`config.mk`:
```
export PLATFORM = sky130hd
export DESIGN_NAME = pulse_tx
export DESIGN_NICKNAME = d
export VERILOG_FILES = /design/src/rtl/pulse_tx.sv
export SDC_FILE = /design/constraint.sdc
export NUM_CORES = 1
export LEC_CHECK = 0
export ABC_AREA = 1
export CORE_MARGIN = 4
export CORE_UTILIZATION = 51
export CTS_BUF_LIST = sky130_fd_sc_hd__clkbuf_16
export DETAILED_ROUTE_END_ITERATION = 10
export GPL_TIMING_DRIVEN = 0
export PLACE_DENSITY = 0.72
export REMOVE_ABC_BUFFERS = 1
export SLEW_MARGIN = 15
export SYNTH_ARGS = -nofsm -noshare
export SYNTH_HDL_FRONTEND = slang
export SYNTH_SLANG_ARGS = --single-unit
```
`constraint.sdc`:
```
create_clock -name clk -period 1.98 [get_ports clk]
set_input_delay 0.495 -clock clk [delete_from_list [all_inputs] [get_ports clk]]
set_output_delay 0.495 -clock clk [all_outputs]
set_load 0.05 [all_outputs]
```
`src/rtl/pulse_tx.sv`:
```
// pulse_tx: turns one-cycle event requests into level pulses on `out`.
// Each pulse is held high for HIGH_CYCLES and followed by at least LOW_CYCLES
// low, so a two-stage synchronizer at the far end always catches it.
// Requests that arrive while a pulse is in flight are counted in `pending` and
// replayed back to back. The counter saturates at 2**PEND_W-1.
// Build option: define PULSE_TX_OVERFLOW_EN to get a sticky `ovf` flag that is
// set whenever a request is dropped at saturation. Without it, `ovf` is tied
// low and no flop is built for it.
module pulse_tx #(
  parameter int HIGH_CYCLES = 3,
  parameter int LOW_CYCLES  = 3,
  parameter int PEND_W      = 4
) (
  input  logic              clk,
  input  logic              reset,
  input  logic              req,
  output logic              out,
  output logic              busy,
  output logic [PEND_W-1:0] pending,
  output logic              ovf
);

  // The counter only has to reach the longer of the two phase lengths.
  localparam int CNT_MAX = (HIGH_CYCLES > LOW_CYCLES) ? HIGH_CYCLES : LOW_CYCLES;
  localparam int CNT_W   = $clog2(CNT_MAX + 1);

  localparam logic [CNT_W-1:0]  HIGH_LOAD = CNT_W'(HIGH_CYCLES - 1);
  localparam logic [CNT_W-1:0]  LOW_LOAD  = CNT_W'(LOW_CYCLES - 1);
  localparam logic [PEND_W-1:0] PEND_MAX  = '1;

  typedef enum logic [1:0] {
    IDLE = 2'd0,
    HIGH = 2'd1,
    LOW  = 2'd2
  } state_t;

  state_t            state_reg;
  state_t            state_next;
  logic [CNT_W-1:0]  cnt_reg;
  logic [CNT_W-1:0]  cnt_next;
  logic [PEND_W-1:0] pending_reg;
  logic [PEND_W-1:0] pending_next;
  logic              out_reg;
  logic              out_next;
  logic              pulse_start;  // this edge launches a new pulse
  logic              req_queue;    // req arrives while a pulse occupies the line

  // State, counter, queue depth and the pulse line itself are all registered.
  // Registering `out` keeps it glitch-free.
  always_ff @(posedge clk or posedge reset) begin
    if (reset) begin
      state_reg   <= IDLE;
      cnt_reg     <= '0;
      pending_reg <= '0;
      out_reg     <= 1'b0;
    end else begin
      state_reg   <= state_next;
      cnt_reg     <= cnt_next;
      pending_reg <= pending_next;
      out_reg     <= out_next;
    end
  end

  // Next-state logic: walk HIGH then LOW. At the end of LOW, either chain
  // straight into the next pulse or fall back to IDLE.
  always_comb begin
    state_next  = state_reg;
    cnt_next    = cnt_reg;
    pulse_start = 1'b0;
    case (state_reg)
      IDLE: begin
        if (req) begin
          state_next  = HIGH;
          cnt_next    = HIGH_LOAD;
          pulse_start = 1'b1;
        end
      end
      HIGH: begin
        if (cnt_reg != '0) begin
          cnt_next = cnt_reg - 1'b1;
        end else begin
          state_next = LOW;
          cnt_next   = LOW_LOAD;
        end
      end
      LOW: begin
        if (cnt_reg != '0) begin
          cnt_next = cnt_reg - 1'b1;
        end else if ((pending_reg != '0) || req) begin
          state_next  = HIGH;
          cnt_next    = HIGH_LOAD;
          pulse_start = 1'b1;
        end else begin
          state_next = IDLE;
        end
      end
      default: begin
        state_next = IDLE;
        cnt_next   = '0;
      end
    endcase
  end

  // A request is queued only while the line is committed to a pulse and no
  // new pulse starts on this edge. A request that coincides with a pulse
  // start is consumed directly by that start.
  assign req_queue = req && ((state_reg == HIGH) ||
                             ((state_reg == LOW) && (cnt_reg != '0)));

  // Queue accounting: saturating increment on a queued req. Decrement when a
  // chained pulse start is served from the queue rather than by a live req.
  always_comb begin
    pending_next = pending_reg;
    if (req_queue) begin
      if (pending_reg != PEND_MAX) begin
        pending_next = pending_reg + 1'b1;
      end
    end else if (pulse_start && (state_reg == LOW) && !req) begin
      pending_next = pending_reg - 1'b1;
    end
  end

  // Output logic: the line is high exactly while the FSM sits in HIGH.
  // busy covers both an active pulse and queued work.
  always_comb begin
    out_next = (state_next == HIGH);
    busy     = (state_reg != IDLE) || (pending_reg != '0);
  end

  assign out     = out_reg;
  assign pending = pending_reg;

`ifdef PULSE_TX_OVERFLOW_EN
  logic ovf_reg;
  logic req_drop;

  // A request is lost when it must be queued but the queue is already full.
  assign req_drop = req_queue && (pending_reg == PEND_MAX);

  // Sticky overflow: once a request has been lost, stay set until reset.
  always_ff @(posedge clk or posedge reset) begin
    if (reset) begin
      ovf_reg <= 1'b0;
    end else if (req_drop) begin
      ovf_reg <= 1'b1;
    end
  end

  assign ovf = ovf_reg;
`else
  assign ovf = 1'b0;
`endif

endmodule

```
==> results of run 1 <==
timing repair:
item                                    in CTS  in global routing
gates resized for setup                      7                  6
pin swaps                                    0                  0
hold endpoints to repair                     0                  0
gates cloned                                 0                  0
setup buffers                                0                  0
endpoints found under the setup margin       4                  4
Yosys cell counts:
cell	number	share of area [%]
a21oi_1	5	3.6
buf_4	1	1.1
conb_1	1	0.54
dfrtp_1	9	33
fa_1	1	2.9
ha_1	8	14
inv_1	15	8.2
inv_2	2	1.1
nand2_1	23	12
nand2_2	1	0.91
nand2_4	1	1.6
nand3_1	7	5.1
nand4_1	2	1.8
nor2_1	6	3.3
nor2_2	1	0.91
nor3_2	1	1.4
o21ai_0	4	2.9
o21ai_2	2	2.5
xnor2_1	1	1.3
xor2_1	1	1.3
cells by family after synthesis:
kind of cell,count (synthesis),synth area share (%)
AO/OA/AOI/OAI,11,9.06
XOR/XNOR,2,2.54
adder cells (fa/ha/maj),9,17.4
buffers and inverters,18,10.3
flip-flops,9,32.6
other,1,0.543
AND/OR/NAND/NOR,42,27.5
layer usage:
layer	vias up	share of wire, %	GRT usage [%]
met2	7	41	18.3
li1	309	-	-
met1	248	55	23.5
met4	0	1.8	10.5
met3	4	2.1	3.59
met5	-	0	0
final timing paths:
path / end / slack [ns]
setup / recovery: pending[3] / 0.06
hold reg to reg: cnt_reg[0] / 0.49
min in group asynchronous: state_reg[0] / 0.51
setup reg to reg: pending[3] / 0.09
hold / removal: cnt_reg[0] / 0.49
max in group asynchronous: state_reg[1] / 1.21
through the flow:
step           area, um^2  setup WS (ns)  util (%)  hold slack, ns  TNS [ns]
6_report              883         0.0629      68.7           0.489         0
5_1_grt               883        -0.0344      68.7           0.529   -0.0344
4_1_cts               872        -0.0494      67.9           0.496   -0.0552
3_5_place_dp          782         -0.277      60.9           0.484    -0.429
3_3_place_gp          782         -0.267      60.9           0.485    -0.427
2_1_floorplan         683          0.120         -           0.323         0
worst max-delay path, stage by stage:
cell and delay [ns]:
clkdlybuf4s50_1 0.60, nand2_2 0.15, ha_1 0.30, nand2_1 0.06, inv_1 0.04, nand2_1 0.06
nand3_1 0.07, nand2_1 0.08, nand3_1 0.08, nand2_1 0.06, nand2_1 0.05
final cells by class:
cell class / instances / area, um^2 / area share, %
Timing Repair Buffer: 8 / 73.8 / 8.36
Sequential cell: 9 / 226 / 25.6
Inverter: 17 / 63.8 / 7.22
Tap cell: 15 / 18.8 / 2.12
Clock buffer: 3 / 75.1 / 8.50
Clock inverter: 1 / 3.75 / 0.425
Multi-Input combinational cell: 65 / 422 / 47.7
==> flow_summary.yaml, run 1 <==
timing:
  fmax_mhz: 522
  maxSlewViolCount: 0
  tightest_slew_ns: 0.502
  fin_crit_sh_pct: 96.8
  rsz0062_at_grt: "yes"
  fin_skew_ns: 0.00141
  relSlewSlack_pct: 66.5
  period_minus_slack_ns: 1.92
  hold_violations: 0
  setup-violations-final: 0
hold_path:
  min_from: "cnt_reg[0]"
  hold-path-cell-count: 2
  hold_class: "reg2reg"
cells_and_area:
  finalNonFillerCells: 118
  layout_common_cells: "22 x nand2_1, 15 x inv_1, 8 x dfrtp_1"
  diodes: 0
  n_fill_cell: 115
  layout_commonest_cell: "nand2_1"
  drive_gt1_share_pct: 16.5
  area_growth_pct: 27.9
  largest_reg_flops: 4
  nets: 116
drt:
  drtIter0Drc: 10
  drt_wl_total_um: 1290
  vias: 568
  wl_per_cell_um: 11.0
  drt-vias-per-instance: 4.81
  drtAntennaViolNets: 0
  first_pass_iters: 4
  drc: 0
placed_design:
  hpwlAfterDp_um: 1020
  port_buffers: 8
  gp_congestion: 0.876
  dp.cells: 114
global_route:
  grt_first_pass_wirelength_um: 2150
  grt_max_degree: 10
  grt_use_total_pct: 15.3
  grt_pass1_vias: 509
  antenna_found_initial: 0
  overflow: 0
clock_network:
  clock-sinks: 9
  clock_latency_ns: 0.23
  ctsRootBufferMaster: "clkbuf_16"
  cts.clk_slew.worst_paths_ns: 0.04
  clk_path_buf_depth: 2
  hold_buffers: 0
  cts-htree-levels: 1
  cts_tree: "done"
  numCtsBuffers: 3
setup_path:
  rr_worst_depth: 14
  startpoint: "req"
  critPathLaunchType: "input pin"
  path_max_fanout: 5
  crit_path_end_kind: "register"
  required_ns: 2.10
  r2r_start: "state_reg[0]"
  arrival_ns: 2.03
  critPathKind: "in2reg"
floorplanning:
  dieArea_um2: 2010
  initial_core_util_pct: 53.7
  die_h_um: 44.8
  io_pins: 10
  coreArea_um2: 1280
  die_x_um: 44.8
  num_rows: 13
synthesis:
  ys_warn_count: 0
  synth_cell_types: 20
  ys_ff_latch: 9
  yosysSeqAreaShare_pct: 32.6
  synth_area_per_cell_um2: 7.51
  synthCells: 92
  synth_area_um2: 691
run_status:
  outcome: "finished clean"
job:
  maxCapViolCount: 0
Power of run 1 is left out: the tool's default activity adds up to more than one toggle a clock period on the data nets, which glitch-free logic cannot reach.
==> run 2, diff against run 1 <==
--- a/config.mk
+++ b/config.mk
@@ -13,6 +13,7 @@
 export GPL_TIMING_DRIVEN = 0
 export PLACE_DENSITY = 0.72
 export REMOVE_ABC_BUFFERS = 1
+export SKIP_CTS_REPAIR_TIMING = 1
 export SLEW_MARGIN = 15
 export SYNTH_ARGS = -nofsm -noshare
 export SYNTH_HDL_FRONTEND = slang
==> flow_summary.yaml, run 2 (synthesis results as in run 1) <==
run_status:
  outcome: "finished clean"
global_route:
  use_met2_pct: 18.3
  grt_use_total_pct: 15.1
  antenna_found_initial: 0
  grt_util_met1_pct: 23.0
  grt-busiest-layer: "met1"
  grt_first_pass_wirelength_um: 2130
  overflow: 0
  grt_max_degree: 10
  grt_pass1_vias: 505
  met3_usage_pct: 3.59
timing:
  fin_setup_tns_ns: 0
  relSlewSlack_pct: 65.2
  fmax_mhz: 529
  hold_violations: 0
  rsz0062_at_grt: "yes"
  setup-violations-final: 0
  fin_skew_ns: 0.00149
  tightest_slew_ns: 0.520
  maxSlewViolCount: 0
  fin_crit_sh_pct: 95.4
  period_minus_slack_ns: 1.89
drt:
  drc: 0
  first_pass_iters: 4
  drtAntennaViolNets: 0
  drt_wl_total_um: 1370
  wl_per_cell_um: 11.5
  drt-vias-per-instance: 4.80
  vias: 576
  drtIter0Drc: 6
setup_path:
  path_max_fanout: 4
  crit_path_end_kind: "register"
  path_common_cell: "nand2_1"
  critPathKind: "reg2reg"
  required_ns: 2.10
  cp.buffers_inverters: 3
  arrival_ns: 2.00
  path_delay_family: "simple AND/OR/NAND/NOR gates"
  cp_slowest_stage_delay_ns: 0.41
  critPathLaunchType: "register"
  crit_slowest_cell: "dfrtp_1"
  path_cells: "inv_2 -> ha_4 -> inv_2 -> o21ai_2 -> nand2_2 -> ha_1 -> nand2_1 -> inv_1 -> nand2_1 -> nand3_1 -> nand2_1 -> nand3_1 -> nand2_1 -> nand2_1"
floorplanning:
  io_pins: 10
  coreArea_um2: 1280
  num_rows: 13
  die_x_um: 44.8
  initial_core_util_pct: 53.7
  dieArea_um2: 2010
  die_h_um: 44.8
clock_network:
  cts.clk_slew.worst_paths_ns: 0.04
  cts_tree: "done"
  clk_path_buf_depth: 2
  clock_latency_ns: 0.23
  ctsRootBufferMaster: "clkbuf_16"
  numCtsBuffers: 3
  cts-htree-levels: 1
  clock-sinks: 9
cells_and_area:
  finalNonFillerCells: 120
  layout_commonest_cell: "nand2_1"
  layout_common_cells: "22 x nand2_1, 15 x inv_1, 8 x dfrtp_1"
  area_growth_pct: 32.1
  drive_gt1_share_pct: 18.1
  diodes: 0
  n_fill_cell: 114
  nets: 118
  largest_reg_flops: 4
hold_path:
  hold_class: "reg2reg"
placed_design:
  hpwlAfterDp_um: 1020
  dp.cells: 114
  port_buffers: 8
  gp_congestion: 0.876
job:
  maxCapViolCount: 0
run 2: changes by cell type in the layout (fill, tap and decap cells not counted):
cell             before  now
buf_4                 0    2
dlygate4sd2_1         3    0
clkdlybuf4s50_1       3    2
dlymetal6s2s_1        1    5
run 2: metal layers:
metal  wire, um  part of all wire, %  up-vias
met3         41                  3.0        2
li1           -                    -      313
met1        716                   52      252
met4          8                 0.58        0
met5          0                    0        -
met2        608                   44        9
run 2: final cells by class:
cell class                 count  area (um^2)  share of cell area [%]
clock inverter                 1         3.75                   0.412
tap                           15         18.8                    2.06
sequential                     9          226                    24.8
clock buffer                   3         75.1                    8.23
inverter                      17         63.8                    7.00
multi-input combinational     65          422                    46.2
timing repair buffer          10          103                    11.2
run 2: stage by stage:
stage	setup slack (ns)	utilization, %	hold slack (ns)	cell area (um^2)
5_1_grt	-0.0386	71.0	0.529	912
3_3_place_gp	-0.267	60.9	0.485	782
4_1_cts	-0.349	67.0	0.496	861
6_report	0.0913	71.0	0.490	912
3_5_place_dp	-0.277	60.9	0.484	782
2_1_floorplan	0.120	-	0.323	683
run 2: final timing paths:
check                                  start           end  slack, ns  depth (start not counted)
worst max-delay path            state_reg[0]    pending[3]       0.09                         14
worst min-delay path              cnt_reg[0]    cnt_reg[0]       0.49                          2
worst max register to register  state_reg[0]    pending[3]       0.09                         14
worst min register to register    cnt_reg[0]    cnt_reg[0]       0.49                          2
max in group asynchronous              reset  state_reg[1]       1.21                          2
min in group asynchronous              reset  state_reg[0]       0.51                          2
run 2: worst register-to-register path: stages, from the launching register on:
cell and delay [ns]:
dfrtp_1 0.41, inv_2 0.12, ha_4 0.15, inv_2 0.04, o21ai_2 0.14, nand2_2 0.12
ha_1 0.30, nand2_1 0.06, inv_1 0.04, nand2_1 0.05, nand3_1 0.07, nand2_1 0.08
nand3_1 0.08, nand2_1 0.06, nand2_1 0.05
Power of run 2 is left out for the same reason.
